--- src/rtl/dm_arbiter.sv ---
// rtl/dm_arbiter.sv - two-port request/ack arbiter and sequencer in front of the single-port data memory
// Port 0 is the MEM stage, port 1 the loader/debug port; one DM access is in flight at a time.
module dm_arbiter #(
   parameter int N          = 7,
   parameter int RD_LAT     = 1,
   parameter int FIXED_PRIO = 0
) (
   input  logic          clka,
   input  logic          rst,
   input  logic          p0_req,
   input  logic          p0_we,
   input  logic [N-1:0]  p0_addr,
   input  logic [31:0]   p0_wdata,
   output logic          p0_ack,
   output logic [31:0]   p0_rdata,
   input  logic          p1_req,
   input  logic          p1_we,
   input  logic [N-1:0]  p1_addr,
   input  logic [31:0]   p1_wdata,
   output logic          p1_ack,
   output logic [31:0]   p1_rdata,
   output logic          mem_ena,
   output logic          mem_wea,
   output logic [N-1:0]  mem_addra,
   output logic [31:0]   mem_dina,
   input  logic [31:0]   mem_douta,
   output logic          busy,
   output logic          grant_id
);

   typedef enum logic [1:0] {S_IDLE, S_ISSUE, S_WAIT, S_ACK} state_t;

   localparam logic [2:0] LP_WAIT_INIT = 3'(RD_LAT - 1);

   state_t        r_state;
   state_t        w_next;
   logic          r_we;
   logic          r_grant;
   logic          r_last;
   logic [N-1:0]  r_addr;
   logic [31:0]   r_wdata;
   logic [31:0]   r_p0_rdata;
   logic [31:0]   r_p1_rdata;
   logic [2:0]    r_cnt;
   logic          w_pick1;
   logic          w_rd_ack;

   // On a tie the port that did not own the last completed transaction wins.
   assign w_pick1 = p1_req & (~p0_req | ((FIXED_PRIO == 0) & ~r_last));

   always_ff @(posedge clka) begin
      if (rst) begin
         r_state <= S_IDLE;
      end else begin
         r_state <= w_next;
      end
   end

   always_comb begin
      w_next  = r_state;
      mem_ena = 1'b0;
      mem_wea = 1'b0;
      p0_ack  = 1'b0;
      p1_ack  = 1'b0;
      case (r_state)
         S_IDLE: begin
            if (p0_req | p1_req) begin
               w_next = S_ISSUE;
            end
         end
         S_ISSUE: begin
            mem_ena = 1'b1;
            mem_wea = r_we;
            if (r_we || RD_LAT <= 1) begin
               w_next = S_ACK;
            end else begin
               w_next = S_WAIT;
            end
         end
         S_WAIT: begin
            if (r_cnt <= 3'd1) begin
               w_next = S_ACK;
            end
         end
         S_ACK: begin
            p0_ack = ~r_grant;
            p1_ack = r_grant;
            w_next = S_IDLE;
         end
         default: begin
            w_next = S_IDLE;
         end
      endcase
   end

   // Read data is forwarded straight from DM in the ack cycle, then held in the port register.
   assign w_rd_ack  = (r_state == S_ACK) & ~r_we;
   assign p0_rdata  = (w_rd_ack & ~r_grant) ? mem_douta : r_p0_rdata;
   assign p1_rdata  = (w_rd_ack &  r_grant) ? mem_douta : r_p1_rdata;
   assign mem_addra = r_addr;
   assign mem_dina  = r_wdata;
   assign busy      = (r_state != S_IDLE);
   assign grant_id  = r_grant;

   always_ff @(posedge clka) begin
      if (rst) begin
         r_we       <= 1'b0;
         r_grant    <= 1'b0;
         r_last     <= 1'b1;
         r_addr     <= '0;
         r_wdata    <= '0;
         r_p0_rdata <= '0;
         r_p1_rdata <= '0;
         r_cnt      <= '0;
      end else begin
         case (r_state)
            S_IDLE: begin
               if (p0_req | p1_req) begin
                  r_grant <= w_pick1;
                  r_we    <= w_pick1 ? p1_we    : p0_we;
                  r_addr  <= w_pick1 ? p1_addr  : p0_addr;
                  r_wdata <= w_pick1 ? p1_wdata : p0_wdata;
               end
            end
            S_ISSUE: begin
               r_cnt <= LP_WAIT_INIT;
            end
            S_WAIT: begin
               r_cnt <= r_cnt - 3'd1;
            end
            S_ACK: begin
               r_last <= r_grant;
               if (!r_we) begin
                  if (r_grant) begin
                     r_p1_rdata <= mem_douta;
                  end else begin
                     r_p0_rdata <= mem_douta;
                  end
               end
            end
            default: begin
               r_cnt <= '0;
            end
         endcase
      end
   end

endmodule
--- config.mk ---
export PLATFORM = sky130hd
export DESIGN_NAME = dm_arbiter
export DESIGN_NICKNAME = d
export VERILOG_FILES = /design/src/rtl/dm_arbiter.sv
export SDC_FILE = /design/constraint.sdc
export NUM_CORES = 1
export LEC_CHECK = 0
export ABC_AREA = 1
export ABC_CLOCK_PERIOD_IN_PS = 2400
export BUFFER_PORTS_ARGS = -buffer_cell sky130_fd_sc_hd__buf_4
export CAP_MARGIN = 20
export CORE_MARGIN = 1.5
export CORE_UTILIZATION = 50
export CTS_BUF_LIST = sky130_fd_sc_hd__clkbuf_16
export CTS_CLUSTER_DIAMETER = 200
export CTS_CLUSTER_SIZE = 14
export DETAILED_ROUTE_END_ITERATION = 10
export PLACE_DENSITY = 0.86
export SKIP_CTS_REPAIR_TIMING = 1
export SYNTH_ARGS = -nofsm -noshare
export SYNTH_HDL_FRONTEND = slang
export SYNTH_SLANG_ARGS = --single-unit
--- constraint.sdc ---
create_clock -name clka -period 2.4 [get_ports clka]
set_input_delay 0 -clock clka [delete_from_list [all_inputs] [get_ports clka]]
set_output_delay 0 -clock clka [all_outputs]
set_load 0.03 [all_outputs]
==> results of run 1 <==
==> worst paths after layout <==
path,startpoint,depth (start not counted),endpoint
max,r_state[1],9,mem_dina[27]
min,mem_douta[18],3,r_p1_rdata[18]
max reg2reg,r_state[1],9,mem_dina[27]
min reg2reg,r_last,2,r_last
==> worst max-delay path, stage by stage, from the launching register on <==
cell	delay, ns
dfxtp_1	0.35
inv_1	0.10
ha_1	0.21
inv_2	0.07
a21oi_4	0.41
buf_12	0.26
nand2_1	0.09
a21oi_1	0.14
dlygate4sd3_1	0.57
nor2_1	0.05
==> state kept, by name, summed over array words and instances, names as in the netlist <==
signal      cells
mem_addra       7
r_last          1
grant_id        1
r_p1_rdata     32
r_we            1
r_cnt           3
r_state         2
mem_dina       32
r_p0_rdata     32
==> through the flow <==
| stage | total power, mW | hold slack (ns) | util (%) | std cells | instance area [µm²] |
|---|---|---|---|---|---|
| after floorplan | 4.62 | 0.136 | - | 727 | 4860 |
| after global placement | 5.74 | 0.222 | 71.0 | 1049 | 6620 |
| after CTS | 7.32 | -0.129 | 74.3 | 1065 | 6930 |
| after detailed placement | 5.81 | 0.230 | 71.0 | 1049 | 6620 |
| after global routing | 7.99 | -0.0118 | 81.9 | 1136 | 7640 |
| final | 7.59 | -0.0371 | 81.9 | 1137 | 7640 |
==> routing by layer <==
| layer | up-vias | wire length [µm] | track usage (%) |
|---|---|---|---|
| met4 | 0 | 565 | 6.62 |
| met2 | 320 | 8350 | 41.8 |
| met5 | - | 0 | 0 |
| met3 | 60 | 1710 | 9.73 |
| li1 | 2731 | - | - |
| met1 | 2535 | 6000 | 26.3 |
==> synthesized netlist by cell type, drive strengths merged <==
library cell and instances:
o21a 1, inv 143, clkbuf 18, dfxtp 111, a211oi 1, o21ai 105
nand3 5, xnor2 1, a21oi 44, buf 21, nand2 157, nor2 113
nor3 1, ha 6
==> final cells by class <==
type / instances / area (µm²) / area share, %
repair buffers: 303 / 2500 / 32.7
well taps: 129 / 161 / 2.11
flip-flops and latches: 111 / 2220 / 29.1
inverters: 143 / 537 / 7.02
multi-input cells: 434 / 1910 / 25.0
diodes: 1 / 2.50 / 0.0327
clock buffers: 9 / 225 / 2.95
clock inverters: 7 / 80.1 / 1.05
==> power groups by stage <==
stage                     clock (mW)  sequential, mW  combinational, mW
after CTS                       1.54            2.39               3.39
after global routing            1.62            2.45               3.92
after global placement             0            2.42               3.33
after floorplan                    0            2.79               1.83
after detailed placement           0            2.43               3.38
final                           1.53            2.42               3.64
==> cells in the final DEF (no fill, tap or decap) <==
cell type / synthesis / routed
a21oi_4: 1 / 1
clkinvlp_4: 0 / 2
ha_1: 6 / 6
o21ai_0: 83 / 83
a21oi_1: 43 / 43
nand2_2: 2 / 2
nor2_4: 1 / 1
dfxtp_1: 111 / 111
buf_4: 1 / 228
a211oi_1: 1 / 1
diode_2: 0 / 1
xnor2_1: 1 / 1
o21ai_1: 22 / 22
inv_8: 0 / 2
bufinv_16: 0 / 1
nand3_1: 5 / 5
o21a_1: 1 / 1
dlygate4sd3_1: 0 / 71
buf_12: 0 / 4
inv_1: 140 / 141
clkbuf_16: 0 / 9
nor3_1: 1 / 1
nand2_1: 155 / 155
inv_6: 0 / 1
nor2_1: 112 / 112
inv_2: 3 / 3
==> logic make-up (layout without fill, tap and decap cells) <==
logic type / after synthesis / in the layout / share of synthesized area [%]
adders and majority gates: 6 / 6 / 1.54
and+or+nand+nor: 276 / 276 / 21.7
xor gates and xnor gates: 1 / 1 / 0.180
other: 0 / 1 / 0
buffers and inverters: 182 / 462 / 15.0
DFF: 111 / 111 / 45.7
AOI/OAI and AO/OA: 151 / 151 / 15.9
==> reports/results.txt, run 1 <==
clk root buf -> clkbuf_16
status -> finished with violations
clock tree buffer depth -> 2
Netlist cell types -> 22
Power Dens Cells -> 994 mW/mm²
Syn Inst Count -> 727
worst hold-check path type -> primary input to flip-flop
post-synth net total -> 849
Fin. Hold Viols -> 24
depth of the CTS H-tree -> 3
fill count -> 557
worst rel slew slack -> 55.9%
synth top area cells -> dfxtp_1, nand2_1, inv_1
internal power -> 4.37 mW
Routed wire per std cell -> 14.6 µm
buffers added on ports -> 224
CP Data Arrival Time -> 2.59 ns
register share of total power -> 31.9%
Synth-to-Final Area Change -> 57.1%
Yosys top cell by area -> dfxtp_1
sequential cell area fraction in the yosys report -> 45.7%
Synth Cell Area -> 0.00486 mm²
Final min period -> 2.36 ns
Die X -> 102 µm
initial core utilization -> 52.2%
share of cells above drive strength 1 -> 25.2%
vias post-DR -> 5,646
nets -> 1,124
antenna violations before repair -> 0
# clock sinks -> 111
clk_lat worst skew -> 0.34 ns
placer congestion estimate -> 0.843
fin. max-slew vios -> 0
PnR worst setup slack -> 0.0414 ns
P_leak -> 4.44 nW
Clk pwr share -> 20.1%
antenna viol nets, final -> 0
Max VDD drop -> 0.662 mV
combinational share of power -> 48.0%
crit-path max FO -> 39
Net Sw Power -> 3.22 mW
Required @ worst endpoint -> 2.64 ns
GRT Util Overall -> 23.7%
Detailed Route WL -> 16,600 µm
Reg clk slew, reported paths -> 0.08 ns
# rows -> 35
Total Neg Setup Slack -> 0 ns
first-pass GRT wire length -> 19,600 µm
Worst Setup Path Type -> flip-flop to flip-flop
slew of the pin with the lowest slew margin -> 0.662 ns
Placement Setup Slack -> 0.601 ns
total CTS buffers -> 9
Core Area -> 0.00933 mm²
max-cap violation count -> 0
syn avg cell area -> 6.69 µm²
worst hold slack -> -0.0371 ns
drt initial violations -> 320
Via density -> 4.97
GRT overflow -> 0
crit end category -> flip-flop
setup violators final -> 0
Switching Fraction -> 42.4%
number of synthesized register bits -> 111
CTS tree -> yes
largest net degree at the start of global routing -> 66
die area -> 0.0103 mm²
Pre-Repair DR Iteration Count -> 5
drt drc -> 0
startpoint types -> flip-flop
Fmax -> 424 MHz
Tcrit/Tclk final -> 98.3%
Clock Skew -> 0.0140 ns
IO Pins -> 225
YS warnings -> 0
R2R setup slack -> 0.04 ns
vias in the first global route -> 4,407
Chip Height -> 102 µm
area share of the largest cell type after synthesis -> 45.7%
failing checks -> negative hold slack
DP Wirelength -> 9250 µm
No activity file was read; power rests on OpenSTA's default activity.
==> run 2, diff against run 1 <==
--- a/config.mk
+++ b/config.mk
@@ -5,7 +5,6 @@
 export SDC_FILE = /design/constraint.sdc
 export NUM_CORES = 1
 export LEC_CHECK = 0
-export ABC_AREA = 1
 export ABC_CLOCK_PERIOD_IN_PS = 2400
 export BUFFER_PORTS_ARGS = -buffer_cell sky130_fd_sc_hd__buf_4
 export CAP_MARGIN = 20
@@ -15,7 +14,7 @@
 export CTS_CLUSTER_DIAMETER = 200
 export CTS_CLUSTER_SIZE = 14
 export DETAILED_ROUTE_END_ITERATION = 10
-export PLACE_DENSITY = 0.86
+export PLACE_DENSITY = 0.87
 export SKIP_CTS_REPAIR_TIMING = 1
 export SYNTH_ARGS = -nofsm -noshare
 export SYNTH_HDL_FRONTEND = slang
==> run 2 against run 1 <==
Effect of this change:
- the run now ends clean
- sequential power shrank 9.5%
- flip-flop and latch count unchanged
- synthesized cell count fell by 40%
- critical path depth decreased by 4
- worst hold slack improved by 0.040 ns
- clock skew shrank 0.0048 ns
- routed wire length decreased by 30%
- register-to-register slack better by 0.56 ns
- cell count down 33%
- non-clock buffer count is 72 lower
- clock power up 4%
- maximum frequency is 18% higher
- critical endpoint is now p0_rdata[13]
- largest cell class is now multi-input combinational cells
==> reports/results.txt, run 2 <==
worst hold-check path type -> primary input to flip-flop
Async SR Flop Fraction -> 0% (unchanged)
placer congestion estimate -> 0.766 (-9.1%)
crit end category -> output pin
Reg clk slew, reported paths -> 0.08 ns (about the same)
worst-path cell chain -> ha_1 > nor3b_4 > buf_12 > mux2_2 > buf_4
Routed wire per std cell -> 15.3 µm (+4.9%)
area share of the largest cell type after synthesis -> 47.7% (+2.0 points)
Die X -> 99.6 µm (-2.0%)
antenna viol nets, final -> 0 (unchanged)
hold depth -> 3 (unchanged)
most common flop cell mapped by yosys -> dfxtp_1
clk root buf -> clkbuf_16
nets -> 767 (-32%)
clk_lat worst skew -> 0.33 ns (about the same)
first-pass GRT wire length -> 18,500 µm (-5.5%)
count leader, synth -> dfxtp_1
worst hold slack -> 0.00298 ns (+0.0401 ns)
post-synth net total -> 557 (-34%)
worst rel slew slack -> 63.3% (+7.4 points)
Synth-to-Final Area Change -> 44.6%
vias in the first global route -> 3,867 (-12%)
sequential cell area fraction in the yosys report -> 47.7% (+2.0 points)
most frequent cells in the layout -> buf_4, dfxtp_1, nor2b_1
Placement Setup Slack -> 0.632 ns (+0.0308 ns)
IO Pins -> 225 (unchanged)
Pre-Repair DR Iteration Count -> 4 (-1)
highest-delay cell along the critical path -> mux2_2
clock tree buffer depth -> 2 (unchanged)
synth top area cells -> dfxtp_1, mux2_2, mux2i_1
die area -> 0.00991 mm² (-4.0%)
Pwr Total -> 5.76 mW (-24%)
internal power -> 3.82 mW (-13%)
number of cells on the critical path -> 5 (-4)
Syn Inst Count -> 435 (-40%)
# clock sinks -> 111 (unchanged)
largest net degree at the start of global routing -> 61 (-7.6%)
crit-path max FO -> 32 (-18%)
DP Wirelength -> 8740 µm (-5.5%)
status -> complete, no violations
initial core utilization -> 50.9% (-1.2 points)
top cells by count, synth -> dfxtp_1, nor2b_1, mux2_2
Tcrit/Tclk final -> 83.2% (-15 points)
Fin. Hold Viols -> 0 (-100%)
most common cell after layout, fill and taps aside -> buf_4
syn avg cell area -> 10.7 µm² (+60%)
Final min period -> 2.00 ns (-0.361 ns)
Power Dens Cells -> 854 mW/mm² (-14%)
EDFF count, synth -> 0 (unchanged)
CTS tree -> yes
slew of the pin with the lowest slew margin -> 0.549 ns (-0.113 ns)
Yosys top cell by area -> dfxtp_1
# rows -> 35 (unchanged)
Core Area -> 0.00915 mm² (-1.9%)
Clock Skew -> 0.00922 ns (-0.00480 ns)
Detailed Route WL -> 11,700 µm (-30%)
startpoint types -> flip-flop
register share of total power -> 38.0% (+6.1 points)
Net Sw Power -> 1.94 mW (-40%)
Switching Fraction -> 33.6% (-8.8 points)
CP peak stage delay -> 0.39 ns (-0.18 ns)
Chip Height -> 99.6 µm (-2.0%)
fin. max-slew vios -> 0 (unchanged)
Clk pwr share -> 27.5% (+7.4 points)
Synth Cell Area -> 0.00466 mm² (-4.2%)
Max VDD drop -> 0.443 mV (-33%)
GRT Util Overall -> 23.1% (-0.62 points)
CP Buf/Inv Count -> 2 (-2)
Netlist cell types -> 27 (+23%)
total CTS buffers -> 9 (unchanged)
max-cap violation count -> 0 (unchanged)
RSZ-0062 raised after global routing -> false
vias post-DR -> 3,864 (-32%)
final instance area -> 0.00674 mm² (-12%)
Worst Setup Path Type -> flip-flop to output pin
depth of the CTS H-tree -> 3 (unchanged)
Required @ worst endpoint -> 2.40 ns (-0.24 ns)
PnR worst setup slack -> 0.402 ns (+0.361 ns)
share of cells above drive strength 1 -> 47.5% (+22 points)
placed instance area -> 0.00642 mm² (-3.1%)
combinational share of power -> 34.4% (-14 points)
Fmax -> 501 MHz (+18%)
Total Neg Setup Slack -> 0 ns (unchanged)
CP top delay family -> buffers and inverters
number of synthesized register bits -> 111 (unchanged)
Via density -> 5.08 (+2.3%)
FF-to-FF path depth -> 6 (-3)
drt drc -> 0 (unchanged)
P_leak -> 3.15 nW (-29%)
buffers added on ports -> 224 (unchanged)
antenna violations before repair -> 0 (unchanged)
YS warnings -> 0 (unchanged)
CP Data Arrival Time -> 2.00 ns (-0.59 ns)
drt initial violations -> 43 (-87%)
Antenna Diode Count -> 0 (-1)
setup violators final -> 0 (unchanged)
GRT overflow -> 0 (unchanged)
-- run 2: changes by cell type in the layout (fill, tap and decap cells not counted), moves of 65 or more --
cell           previous run  this run
nand2_1                 155         3
inv_1                   141         7
o21ai_0                  83         2
dlygate4sd3_1            71         0
nor2_1                  112        44
nor2b_1                   0        65
-- run 2: logic make-up after synthesis --
kind of cell               synth area share, %
adders and majority gates                 1.61
DFF                                       47.7
AOI/OAI and AO/OA                         7.78
muxes                                     24.5
buffers and inverters                     4.11
and+or+nand+nor                           14.3
-- run 2: power by group through the flow --
stage / sequential [mW] / clock, mW / combinational, mW
4_1_cts: 2.19 / 1.62 / 2.00
5_1_grt: 2.22 / 1.70 / 2.12
3_5_place_dp: 2.23 / 0 / 1.99
6_report: 2.19 / 1.59 / 1.98
2_1_floorplan: 2.50 / 0 / 0.986
3_3_place_gp: 2.22 / 0 / 1.94
-- run 2: final timing paths --
kind                startpoint           end  slack [ns]
setup reg to reg    r_state[0]   mem_dina[1]        0.60
hold reg to reg    mem_dina[8]   mem_dina[8]        0.50
hold / removal    p0_wdata[31]  mem_dina[31]       0.003
setup / recovery    r_state[1]  p0_rdata[13]        0.40
-- run 2: metrics by stage --
stage	instances	util, %
2_1_floorplan	435	-
3_5_place_dp	745	70.1
5_1_grt	761	73.7
6_report	761	73.7
4_1_cts	761	73.7
3_3_place_gp	745	70.1
-- run 2: tightest hold or removal path, stage by stage --
cell and delay (ns):
buf_4 0.10, mux2i_1 0.11, a211oi_1 0.08
-- run 2: area by class of cell --
class,instances,area (µm²)
Clock buffer,9,225
Clock inverter,7,96.3
Fill cell,655,2410
Inverter,7,26.3
Multi-Input combinational cell,285,2260
Sequential cell,111,2220
Tap cell,111,139
Timing Repair Buffer,231,1770
-- run 2: layer usage --
layer  vias to the layer above  share of wire, %  GRT usage [%]
met1                      1786                41           25.7
li1                       1915                 -              -
met2                       148                50           41.9
met3                        15               7.4           7.52
met5                         -                 0              0
met4                         0               1.7           6.83
==> run 3, diff against run 2 <==
--- a/config.mk
+++ b/config.mk
@@ -5,16 +5,16 @@
 export SDC_FILE = /design/constraint.sdc
 export NUM_CORES = 1
 export LEC_CHECK = 0
-export ABC_CLOCK_PERIOD_IN_PS = 2400
+export ABC_CLOCK_PERIOD_IN_PS = 2000
 export BUFFER_PORTS_ARGS = -buffer_cell sky130_fd_sc_hd__buf_4
 export CAP_MARGIN = 20
 export CORE_MARGIN = 1.5
-export CORE_UTILIZATION = 50
+export CORE_UTILIZATION = 46
 export CTS_BUF_LIST = sky130_fd_sc_hd__clkbuf_16
 export CTS_CLUSTER_DIAMETER = 200
 export CTS_CLUSTER_SIZE = 14
 export DETAILED_ROUTE_END_ITERATION = 10
-export PLACE_DENSITY = 0.87
+export PLACE_DENSITY = 0.81
 export SKIP_CTS_REPAIR_TIMING = 1
 export SYNTH_ARGS = -nofsm -noshare
 export SYNTH_HDL_FRONTEND = slang
==> constraint.sdc (replaced) <==
create_clock -name clka -period 2 [get_ports clka]
set_input_delay 0 -clock clka [delete_from_list [all_inputs] [get_ports clka]]
set_output_delay 0 -clock clka [all_outputs]
set_load 0.03 [all_outputs]
==> run 3 against run 2 <==
Effect of this change:
- flip-flop and latch count unchanged
- global-route usage down 1.3 points
- first-iteration DRC count grew to 2.9 times the previous value
- register-to-register slack lost 0.28 ns
- critical path depth increased by 1
- sequential share of layout area is 0.40 points lower
- clock-buffer cell count is the same
- via count increased by 0.16%
- worst hold slack lost 0.0020 ns
- combinational power grew 23%
- routed wire length increased by 2.3%
- critical path type unchanged
==> reports/results.txt, run 3 (synthesis results as in run 2) <==
vias post-DR -> 3,870 (+0.16%)
Worst Setup Path Type -> flip-flop to output pin
status -> complete, no violations
crit end category -> output pin
most common cell after layout, fill and taps aside -> buf_4
buffers added on ports -> 224 (unchanged)
GRT Util Overall -> 21.8% (-1.3 points)
crit-path max FO -> 8 (-75%)
Power Dens Cells -> 1000 mW/mm² (+17%)
Fmax -> 520 MHz
max-cap violation count -> 0 (unchanged)
Reg clk slew, reported paths -> 0.07 ns (about the same)
combinational share of power -> 35.6% (+1.2 points)
Clock Skew -> 0.00744 ns (-0.00178 ns)
clock tree buffer depth -> 2 (unchanged)
Tcrit/Tclk final -> 96.1%
Core Area -> 0.00982 mm² (+7.3%)
Routed wire per std cell -> 15.2 µm (-1.2%)
nets -> 772 (+0.65%)
Die X -> 104 µm (+4.1%)
vias in the first global route -> 3,754 (-2.9%)
register share of total power -> 38.5% (+0.5 points)
clk_lat worst skew -> 0.34 ns (about the same)
Fin. Hold Viols -> 0 (unchanged)
largest net degree at the start of global routing -> 56 (-8.2%)
Final Non-Filler Cells -> 788 (+3.5%)
startpoint types -> flip-flop
placed cell count -> 768 (+3.1%)
P_leak -> 3.19 nW (+1.2%)
RSZ-0062 raised after global routing -> false
Detailed Route WL -> 11,900 µm (+2.3%)
slew of the pin with the lowest slew margin -> 0.464 ns (-0.0850 ns)
antenna violations before repair -> 0 (unchanged)
Chip Height -> 104 µm (+4.1%)
Net Sw Power -> 2.35 mW (+21%)
Antenna Diode Count -> 0 (unchanged)
setup violators final -> 0 (unchanged)
drt drc -> 0 (unchanged)
fin. max-slew vios -> 0 (unchanged)
total CTS buffers -> 9 (unchanged)
DP Wirelength -> 8630 µm (-1.3%)
Clk pwr share -> 25.9% (-1.6 points)
CP Data Arrival Time -> 1.92 ns (-0.08 ns)
GRT overflow -> 0 (unchanged)
worst rel slew slack -> 69.1% (+5.8 points)
clk root buf -> clkbuf_16
Required @ worst endpoint -> 2.00 ns (-0.40 ns)
antenna viol nets, final -> 0 (unchanged)
drt initial violations -> 126 (+190%)
Synth-to-Final Area Change -> 46.6%
initial core utilization -> 47.5% (-3.5 points)
# clock sinks -> 111 (unchanged)
CTS tree -> yes
die area -> 0.0107 mm² (+8.4%)
# rows -> 36 (+2.9%)
worst hold-check path type -> primary input to flip-flop
Via density -> 4.91 (-3.3%)
Pre-Repair DR Iteration Count -> 4 (unchanged)
first-pass GRT wire length -> 18,800 µm (+1.2%)
Pwr Total -> 6.85 mW (+19%)
internal power -> 4.50 mW (+18%)
Switching Fraction -> 34.3% (+0.66 points)
Max VDD drop -> 0.573 mV (+29%)
Final min period -> 1.92 ns
placer congestion estimate -> 0.832 (+8.7%)
share of cells above drive strength 1 -> 48.4% (+0.86 points)
IO Pins -> 225 (unchanged)
most frequent cells in the layout -> buf_4, dfxtp_1, nor2b_1
depth of the CTS H-tree -> 3 (unchanged)
==> run 3: cell type report <==
cell class                      instances  area [µm²]
Inverter                                7        26.3
Fill cell                             767        2990
Timing Repair Buffer                  236        1840
Clock inverter                          7        73.8
Multi-Input combinational cell        285        2270
Sequential cell                       111        2220
Tap cell                              133         166
Clock buffer                            9         225
==> run 3: metal layers <==
layer,track usage (%),wire length [µm],vias to the layer above
met2,37.7,5950,140
met3,5.73,785,13
met4,7.44,168,0
li1,-,-,1931
met1,26.2,5040,1786
met5,0,0,-
==> run 3: power by group through the flow <==
stage / Sequential, mW / Combinational (mW) / Clock [mW]
after floorplan: 3.01 / 1.18 / 0
after global placement: 2.66 / 2.35 / 0
after detailed placement: 2.68 / 2.40 / 0
after CTS: 2.63 / 2.41 / 1.83
after global routing: 2.67 / 2.60 / 1.92
final: 2.64 / 2.44 / 1.78
==> run 3: worst paths after layout <==
kind	start	end	slack (ns)	cells after the start
worst min-delay path	p0_addr[3]	mem_addra[3]	0.001	3
worst max register to register	r_state[0]	mem_dina[30]	0.32	6
worst min register to register	r_cnt[1]	r_cnt[1]	0.49	2
worst max-delay path	r_state[1]	p0_rdata[18]	0.08	6
==> run 3: metrics by stage <==
step,cell area (µm²),TNS [ns],setup slack (ns),utilization (%),hold slack (ns)
after floorplan,4660,0,0.183,-,0.231
after global placement,6470,0,0.326,65.9,0.350
after detailed placement,6470,0,0.255,65.9,0.360
after CTS,6770,-0.671,-0.0347,68.9,-0.00935
after global routing,6830,0,0.00910,69.6,0.00585
final,6830,0,0.0772,69.6,0.000976
==> run 3: critical path: stages (launching register included) <==
cell	delay, ns
dfxtp_2	0.38
ha_4	0.17
nor3b_4	0.19
buf_4	0.16
buf_6	0.15
mux2_2	0.36
buf_4	0.17
